===== src/rtl/polynomial_eval_pkg.sv =====
// Shared definitions for the Horner polynomial evaluator: FSM state encoding
// and the coefficient slice helper.
package polynomial_eval_pkg;

  typedef enum logic [2:0] {
    ST_IDLE = 3'd0,
    ST_LOAD = 3'd1,
    ST_MULT = 3'd2,
    ST_ADD  = 3'd3,
    ST_DONE = 3'd4
  } state_t;

  // LSB position of coefficient i inside the flat coefficient vector.
  function automatic int unsigned coef_lsb(input int unsigned i, input int unsigned cw);
    return i * cw;
  endfunction

endpackage


===== src/rtl/polynomial_eval_shift_add_mul.sv =====
// Sequential shift-add multiplier: a start pulse loads the operands, then one
// partial product is accumulated per cycle for BW cycles.
module shift_add_mul
  import polynomial_eval_pkg::*;
#(
  parameter int AW = 16,
  parameter int BW = 8
) (
  input  logic             clk,
  input  logic             rst_n,
  input  logic             start,
  input  logic [AW-1:0]    a,
  input  logic [BW-1:0]    b,
  output logic             done,
  output logic [AW+BW-1:0] prod
);

  localparam int PW   = AW + BW;
  localparam int CNTW = $clog2(BW + 1);

  logic [PW-1:0]   prod_q, prod_d;
  logic [PW-1:0]   mcand_q, mcand_d;
  logic [BW-1:0]   xsh_q, xsh_d;
  logic [CNTW-1:0] cnt_q, cnt_d;
  logic            busy_q, busy_d;

  // Operand load on start, otherwise one shift-add step per busy cycle.
  always_comb begin
    prod_d  = prod_q;
    mcand_d = mcand_q;
    xsh_d   = xsh_q;
    cnt_d   = cnt_q;
    busy_d  = busy_q;
    if (start) begin
      prod_d  = {PW{1'b0}};
      mcand_d = PW'(a);
      xsh_d   = b;
      cnt_d   = CNTW'(BW);
      busy_d  = 1'b1;
    end else if (busy_q) begin
      if (xsh_q[0]) begin
        prod_d = prod_q + mcand_q;
      end else begin
        prod_d = prod_q;
      end
      mcand_d = mcand_q << 1'b1;
      xsh_d   = xsh_q >> 1'b1;
      cnt_d   = cnt_q - CNTW'(1);
      busy_d  = (cnt_q != CNTW'(1));
    end else begin
      busy_d = 1'b0;
    end
  end

  // Multiplier state registers with synchronous active-low reset.
  always_ff @(posedge clk) begin
    if (!rst_n) begin
      prod_q  <= {PW{1'b0}};
      mcand_q <= {PW{1'b0}};
      xsh_q   <= {BW{1'b0}};
      cnt_q   <= {CNTW{1'b0}};
      busy_q  <= 1'b0;
    end else begin
      prod_q  <= prod_d;
      mcand_q <= mcand_d;
      xsh_q   <= xsh_d;
      cnt_q   <= cnt_d;
      busy_q  <= busy_d;
    end
  end

  // High during the final step: prod holds the full product after this edge.
  assign done = busy_q && (cnt_q == CNTW'(1));
  assign prod = prod_q;

endmodule


===== src/rtl/polynomial_eval.sv =====
// Horner evaluator of an unsigned polynomial with sticky overflow flag,
// behind the inicio/pronto handshake.
module polynomial_eval
  import polynomial_eval_pkg::*;
#(
  parameter int DEGREE = 2,
  parameter int XW     = 8,
  parameter int CW     = 16,
  parameter int RW     = 16
) (
  input  logic                     clock,
  input  logic                     reset,
  input  logic [XW-1:0]            x,
  input  logic [(DEGREE+1)*CW-1:0] coefs,
  input  logic                     inicio,
  output logic                     pronto,
  output logic [RW-1:0]            resultado,
  output logic                     erro,
  output logic                     ocupado
);

  localparam int PW   = RW + XW;
  localparam int FW   = (DEGREE + 1) * CW;
  localparam int IDXW = (DEGREE > 1) ? $clog2(DEGREE) : 1;
  localparam logic [IDXW-1:0] IDX_TOP = IDXW'((DEGREE > 0) ? DEGREE - 1 : 0);

  state_t          state_q, state_d;
  logic [XW-1:0]   x_q, x_d;
  logic [FW-1:0]   coefs_q, coefs_d;
  logic [RW-1:0]   acc_q, acc_d;
  logic [IDXW-1:0] idx_q, idx_d;
  logic            erro_q, erro_d;
  logic [RW-1:0]   res_q, res_d;
  logic            pronto_q, pronto_d;
  logic            ocupado_q, ocupado_d;

  logic            mul_start_s;
  logic            mul_done_s;
  logic [PW-1:0]   mul_prod_s;
  logic [CW-1:0]   coef_top_s;
  logic [CW-1:0]   coef_idx_s;
  logic [PW:0]     sum_s;
  logic            ovf_s;

  assign coef_top_s = coefs_q[coef_lsb(DEGREE, CW) +: CW];
  assign coef_idx_s = coefs_q[coef_lsb(int'(idx_q), CW) +: CW];
  assign sum_s      = (PW + 1)'(mul_prod_s) + (PW + 1)'(coef_idx_s);
  assign ovf_s      = |sum_s[PW:RW];

  // State register.
  always_ff @(posedge clock) begin
    if (!reset) begin
      state_q <= ST_IDLE;
    end else begin
      state_q <= state_d;
    end
  end

  // Next-state logic.
  always_comb begin
    state_d = state_q;
    case (state_q)
      ST_IDLE: state_d = inicio ? ST_LOAD : ST_IDLE;
      ST_LOAD: state_d = (DEGREE == 0) ? ST_DONE : ST_MULT;
      ST_MULT: state_d = mul_done_s ? ST_ADD : ST_MULT;
      ST_ADD:  state_d = (idx_q == {IDXW{1'b0}}) ? ST_DONE : ST_MULT;
      ST_DONE: state_d = inicio ? ST_DONE : ST_IDLE;
      default: state_d = ST_IDLE;
    endcase
  end

  // Output logic, registered from the next state.
  always_comb begin
    pronto_d  = (state_d == ST_DONE);
    ocupado_d = (state_d == ST_LOAD) || (state_d == ST_MULT) || (state_d == ST_ADD);
  end

  // Datapath: operand latch, Horner accumulate and multiplier launch.
  always_comb begin
    x_d         = x_q;
    coefs_d     = coefs_q;
    acc_d       = acc_q;
    idx_d       = idx_q;
    erro_d      = erro_q;
    mul_start_s = 1'b0;
    case (state_q)
      ST_IDLE: begin
        if (inicio) begin
          x_d     = x;
          coefs_d = coefs;
        end else begin
          x_d     = x_q;
          coefs_d = coefs_q;
        end
      end
      ST_LOAD: begin
        acc_d       = RW'(coef_top_s);
        idx_d       = IDX_TOP;
        erro_d      = 1'b0;
        mul_start_s = (DEGREE != 0);
      end
      ST_ADD: begin
        acc_d  = sum_s[RW-1:0];
        erro_d = erro_q | ovf_s;
        if (idx_q != {IDXW{1'b0}}) begin
          idx_d       = idx_q - IDXW'(1);
          mul_start_s = 1'b1;
        end else begin
          idx_d = idx_q;
        end
      end
      default: begin
        mul_start_s = 1'b0;
      end
    endcase
    // The result register only changes on entry to DONE so IDLE keeps it.
    if ((state_d == ST_DONE) && (state_q != ST_DONE)) begin
      res_d = acc_d;
    end else begin
      res_d = res_q;
    end
  end

  // Datapath and output registers.
  always_ff @(posedge clock) begin
    if (!reset) begin
      x_q       <= {XW{1'b0}};
      coefs_q   <= {FW{1'b0}};
      acc_q     <= {RW{1'b0}};
      idx_q     <= {IDXW{1'b0}};
      erro_q    <= 1'b0;
      res_q     <= {RW{1'b0}};
      pronto_q  <= 1'b0;
      ocupado_q <= 1'b0;
    end else begin
      x_q       <= x_d;
      coefs_q   <= coefs_d;
      acc_q     <= acc_d;
      idx_q     <= idx_d;
      erro_q    <= erro_d;
      res_q     <= res_d;
      pronto_q  <= pronto_d;
      ocupado_q <= ocupado_d;
    end
  end

  shift_add_mul #(
    .AW(RW),
    .BW(XW)
  ) u_mul (
    .clk  (clock),
    .rst_n(reset),
    .start(mul_start_s),
    .a    (acc_d),
    .b    (x_q),
    .done (mul_done_s),
    .prod (mul_prod_s)
  );

  assign pronto    = pronto_q;
  assign resultado = res_q;
  assign erro      = erro_q;
  assign ocupado   = ocupado_q;

endmodule


===== config.mk =====
export PLATFORM = sky130hd
export DESIGN_NAME = polynomial_eval
export DESIGN_NICKNAME = d
export VERILOG_FILES = /design/src/rtl/polynomial_eval_pkg.sv /design/src/rtl/polynomial_eval_shift_add_mul.sv /design/src/rtl/polynomial_eval.sv
export SDC_FILE = /design/constraint.sdc
export NUM_CORES = 1
export LEC_CHECK = 0
export ABC_AREA = 1
export CAP_MARGIN = 20
export CORE_MARGIN = 3
export CORE_UTILIZATION = 40
export CTS_BUF_LIST = sky130_fd_sc_hd__clkbuf_16
export DETAILED_ROUTE_END_ITERATION = 6
export GPL_TIMING_DRIVEN = 1
export SKIP_LAST_GASP = 1
export SLEW_MARGIN = 10
export SYNTH_ARGS = -nofsm -noshare
export SYNTH_HDL_FRONTEND = slang
export SYNTH_HIERARCHICAL = 1
export SYNTH_SLANG_ARGS = --single-unit
export TNS_END_PERCENT = 50

===== constraint.sdc =====
create_clock -name clock -period 2.9 [get_ports clock]
set_input_delay 0.87 -clock clock [delete_from_list [all_inputs] [get_ports clock]]
set_output_delay 0.87 -clock clock [all_outputs]
set_load 0.02 [all_outputs]

# Yosys cells after proc, flatten, opt, wreduce, memory -nomap -nowiden
# Index checks and enable logic that the tools add are counted.
[totals]
reg_bits = 156
inputBits = 59
output_inout_bits = 19
elab_cells = 64
[op_classes]
n_addsub = 4
eq_ne = 11
shift = 1
n_mux = 19
bitwise = 2
n_reduce_logical = 11
[op_table]
columns = ["op", "count"]
rows = [
  ["$shiftx 48x6->16", 1],
  ["$mux 16", 2],
  ["$pmux 16 s2", 1],
  ["$add 24x16->25", 1],
  ["$add 24x24->24", 1],
  ["$mux 8", 2],
  ["$pmux 3 s5", 1],
  ["$eq 3x2->1 const B", 4],
  ["$reduce_or 9->1", 1],
  ["$mux 4", 2],
  ["$eq 3x1->1 const B", 2],
  ["$eq 3x3->1 const B", 2],
  ["$mux 1", 6],
  ["$mux 3", 2],
  ["$pmux 1 s2", 3],
  ["$eq 4x1->1 const B", 1],
  ["$ne 4x1->1 const B", 1],
  ["$reduce_and 2->1", 2],
  ["$reduce_bool 2->1", 2],
  ["$sub 4x1->4 const B", 1],
  ["$logic_not 3->1", 1],
  ["$ne 3x3->1 const B", 1],
  ["$logic_and 1x1->1", 2],
  ["$logic_or 1x1->1", 2],
  ["4 further kinds", 4],
]

# Logic depth before layout (Yosys ltp)
[depth]
ltp_word = 7
depth_mapped = 22
depth_no_buf = 20

# Hierarchy
# Netlist, hierarchy kept.
[by_module_without_submodules]
columns = ["module", "instances", "cells_per_inst", "area_per_inst_um2", "seq_area_each_um2"]
rows = [
  ["polynomial_eval", 1, 788, 5061.1, 1901.8],
  ["shift_add_mul", 1, 699, 4162.7, 1221.2],
]

# Least setup slack after synthesis
# No wires, ideal clock.
[synth_timing]
path_type = "reg2reg"
start = "register idx_q"
end = "register u_mul.mcand_q[15]"
setup_ns = 0.110
arrival_time_ns = 2.539
required_time_ns = 2.790
path_slack_ns = 0.251
path_stages_with_launch = 20
n_path_buf = 1
period_less_slack_ns = 2.649
path_cell_list = "dfxtp_1 > buf_2 > clkinv_1 > or2_2 > o21ai_0 > inv_1 > ha_1 > nand2_1 > nand2_1 > nand3_2 > nand2_2 > and2_4 > a21oi_2 > or2_1 > nand3_2 > nand2_2 > a22oi_1 > nand2_1 > nand2_1 > inv_1"
[synth_via]
elab_chain_len = 4
word_cells_on_any_way = 7
classes_between = "1 x add/sub; 1 x shift; 4 x mux; 1 x reduce/logical"
[synth_lines]
columns = ["element", "line_no", "source"]
rows = [
  ["start, declared", "polynomial_eval.sv:31", "logic [IDXW-1:0] idx_q, idx_d;"],
  ["start signal, assigned", "polynomial_eval.sv:130", "idx_q <= {IDXW{1'b0}};"],
  ["start signal, assigned", "polynomial_eval.sv:139", "idx_q <= idx_d;"],
  ["$shiftx 48x6->16", "polynomial_eval.sv:46", "assign coef_idx_s = coefs_q[coef_lsb(int'(idx_q), CW) +: CW];"],
  ["$add 24x16->25", "polynomial_eval.sv:47", "assign sum_s = (PW + 1)'(mul_prod_s) + (PW + 1)'(coef_idx_s);"],
  ["$pmux 16 s2", "polynomial_eval.sv:86", "case (state_q)"],
  ["named net acc_d[15]", "polynomial_eval.sv:30", "logic [RW-1:0] acc_q, acc_d;"],
  ["$mux 16", "polynomial_eval_shift_add_mul.sv:34", "if (start) begin"],
  ["end signal, assigned", "polynomial_eval_shift_add_mul.sv:59", "mcand_q <= {PW{1'b0}};"],
  ["end signal, assigned", "polynomial_eval_shift_add_mul.sv:65", "mcand_q <= mcand_d;"],
  ["end, declared", "polynomial_eval_shift_add_mul.sv:22", "logic [PW-1:0] mcand_q, mcand_d;"],
]
# The timed path passes the listed nets, and every way through them passes these cells.
# A chain may end at the register's enable or synchronous reset.

# Worst setup path after layout
[layout_timing]
start = "register idx_q"
end = "register u_mul.mcand_q[10]"
# The elaborated chain is that of the path after synthesis.

==> impl_metrics.yaml <==
global_route:
  grt_pass1_wl_um: 43900
  grt_max_degree: 71
  grt-ovfl-total: 0
  grt_pass1_vias: 8108
  grtUsageTotal_pct: 22.7
  grt_antenna_before_repair: 0
worst_hold_path:
  whs_path_depth: 2
  holdCritPathClass: "reg -> reg"
placement:
  numPortBuffers: 77
  gp_congestion: 0.966
  dpl.hpwl_um: 21900
power_and_ir_drop:
  switching_power_mw: 1.59
  total_power_mw: 5.27
  p_leak_nw: 5.57
  power_density_nw_per_um2: 481
  worst_ir_drop_vdd_v: 0.000439
  seqPwrFrac_pct: 44.3
  p_int_mw: 3.68
  p_comb_share_pct: 13.0
  p_clk_share_pct: 42.7
  p_sw_share_pct: 30.2
worst_setup_path:
  crit_cells: 16
  cp.required_ps: 3230
  crit_type: "reg -> reg"
  cp_max_fo: 7
  crit_chain: "clkinvlp_4 > buf_4 > nand2_1 > nand2_1 > ha_1 > nand2_1 > nor2_2 > nand3_1 > nand3_1 > a21oi_1 > o21ai_1 > nand2_1 > nand2_1 > o21ai_0 > o21ai_0 > inv_1"
  crit_top_cell: "nand2_1"
  path_buf_inv: 3
  slowest_delay_ps: 380
  cp_data_arrival_time_ps: 3030
  critical-path-top-delay-family: "simple AND/OR/NAND/NOR gates"
  worstRegToRegCells: 16
  startpoint_type: "flip-flop"
  crit_slowest_cell: "ha_1"
  end_kind: "flip-flop"
route:
  drtIter0Drc: 837
  drtPass1Iterations: 7
  drc: 2
  via_per_inst: 4.99
  num_vias: 9244
  wl_per_cell_um: 15.3
  ant_nets: 0
  drt_wl_total_um: 28400
clock_network:
  cts_buffers: 17
  cts_sinks: 156
  clk_pin_slew_ps: 70
  clk_path_buf_depth: 2
  htree_levels: 4
  hold_buffers: 0
  root_buffer: "clkbuf_16"
  cts_tree: "yes"
  clk_latency_ps: 440
outcome:
  outcome: "finished with violations"
  violations: "design-rule violations"
layout:
  drive_above_1_share_pct: 6.48
  antennaDiodeCount: 0
  nets: 1663
  layout_common_cells: "nand2_1, nor2_1, inv_1, dfxtp_1, o21ai_0"
  final_common_cell: "nand2_1"
  syn2layout_area_growth_pct: 19.0
  filler_cell_count: 2338
  final_core_util_pct: 49.4
logic_synthesis:
  synth-async-reset-ratio_pct: 0
  syn_avg_cell_area_um2: 6.20
  yosys_warnings: 6
  synth_flop_cell: "dfxtp_1"
  synthesis.instances: 1487
  ys_types: 42
  netlist_area_um2: 9220
  synth_edf_count: 0
  synth_nets: 1589
  ys_seq_elements: 156
  seq_area_frac_synth_pct: 33.9
die:
  die_w_um: 158
  num_rows: 54
  io_pins: 78
  die_h_um: 158
  die_area_um2: 24900
  initial_core_util_pct: 41.5
  core-area_um2: 22200
sta:
  slew_headroom_pct: 45.2
  worst_slew_pin_slew_ps: 822
  setup_viol: 0
  hold_viol_final: 0
  rsz0062_at_grt: "true"
  setup_tns_ps: 0
  finalCriticalPeriod_ps: 2700
  skew_ps: 13.4
  whs_ps: 472
  final.period_utilization_pct: 93.2
  fmaxAchievable_ghz: 0.370
  slew_violations: 0
flow_run:
  max-cap-violations: 0
registers in the layout, indices dropped and copies added, names as in the netlist:
| signal | cells |
|---|---|
| coefs_q | 48 |
| idx_q | 1 |
| u_mul/prod | 24 |
| resultado | 16 |
| acc_q | 16 |
| u_mul/busy_q | 1 |
| pronto | 1 |
| u_mul/mcand_q | 24 |
| u_mul/xsh_q | 8 |
| x_q | 8 |
| state_q | 3 |
| erro | 1 |
| ocupado | 1 |
| u_mul/cnt_q | 4 |
power groups by stage:
stage | Combinational [mW] | Sequential [mW] | Clock, mW
floorplan | 0.417 | 2.36 | 0
global placement | 0.665 | 2.39 | 0
detailed placement | 0.670 | 2.39 | 0
CTS | 0.674 | 2.34 | 2.29
global route | 0.767 | 2.35 | 2.38
finish | 0.684 | 2.34 | 2.25
area by class of cell:
type | instances | area (µm²) | area share (%)
multi-input combinational | 1051 | 5050 | 46.0
clock inverter | 15 | 169 | 1.54
timing repair buffer | 104 | 985 | 8.97
inverter | 231 | 871 | 7.94
tap | 280 | 350 | 3.19
sequential | 156 | 3120 | 28.5
clock buffer | 17 | 425 | 3.88
through the flow:
step	cells	setup WS, ps	cell area [µm²]
floorplan	1487	251	9220
global placement	1818	19.8	10300
detailed placement	1818	75.5	10300
CTS	1850	45.4	10900
global route	1854	-13.9	11000
finish	1854	197	11000
cell families after synthesis:
group | after synthesis | share of synthesized area, %
AOI/OAI and AO/OA | 219 | 13.4
and+or+nand+nor | 780 | 34.1
xor gates and xnor gates | 9 | 0.855
DFF | 156 | 33.9
adders and majority gates | 43 | 6.00
buffers and inverters | 280 | 11.8
synth_stat cells (4+ instances only):
cell        n  area (µm²)
inv_1     222         833
nand3b_1    5        37.5
nand2_2     6        37.5
nor3_1      7        35.0
xor2_1      7        61.3
nand4_1    13        81.3
a22oi_1    22         165
nor2_1    263         987
o211ai_1    6        45.0
o21ai_1    11        55.1
a21o_1      4        30.0
inv_2       8        30.0
a31oi_1     4        25.0
o21ai_0    95         475
ha_1       41         513
and2_1      4        25.0
nand2_1   411        1540
o221ai_1    6        52.6
nor2_2      4        25.0
a21oi_1    61         305
nand3_1    57         285
buf_4       4        30.0
buf_2      17        85.1
dfxtp_1   156        3120
clkbuf_1   26        97.6
routing by layer:
layer | GRT usage (%) | vias to the layer above | routed length (µm) | share of wire [%]
met3 | 3.91 | 32 | 1480 | 5.2
li1 | - | 4799 | - | -
met2 | 35.5 | 259 | 12500 | 44
met5 | 0 | - | 0 | 0
met4 | 6.28 | 0 | 561 | 2.0
met1 | 32.4 | 4154 | 13800 | 49
what timing repair did:
action                     4_1_cts  5_1_grt
gates resized for setup          0       19
setup buffers                    0        4
setup endpoints to repair        0       19
path summary, 6_finish.rpt:
check | to | from | slack [ps]
worst min register to register | u_mul/xsh_q[7]$_SDFFE_PN0P_ | x_q[7]$_SDFFE_PN0P_ | 470
worst max-delay path | u_mul/mcand_q[10]$_SDFFE_PN0P_ | idx_q$_SDFFE_PN0N_ | 200
worst max register to register | u_mul/mcand_q[10]$_SDFFE_PN0P_ | idx_q$_SDFFE_PN0N_ | 200
worst min-delay path | u_mul/xsh_q[7]$_SDFFE_PN0P_ | x_q[7]$_SDFFE_PN0P_ | 470
worst min-delay path: cells and delay by family, from the launching register on:
family | cells | cell delay (ps)
AOI/OAI and AO/OA | 1 | 60
DFF | 1 | 310
and+or+nand+nor | 1 | 60
Power figures use the tool's default switching activity.
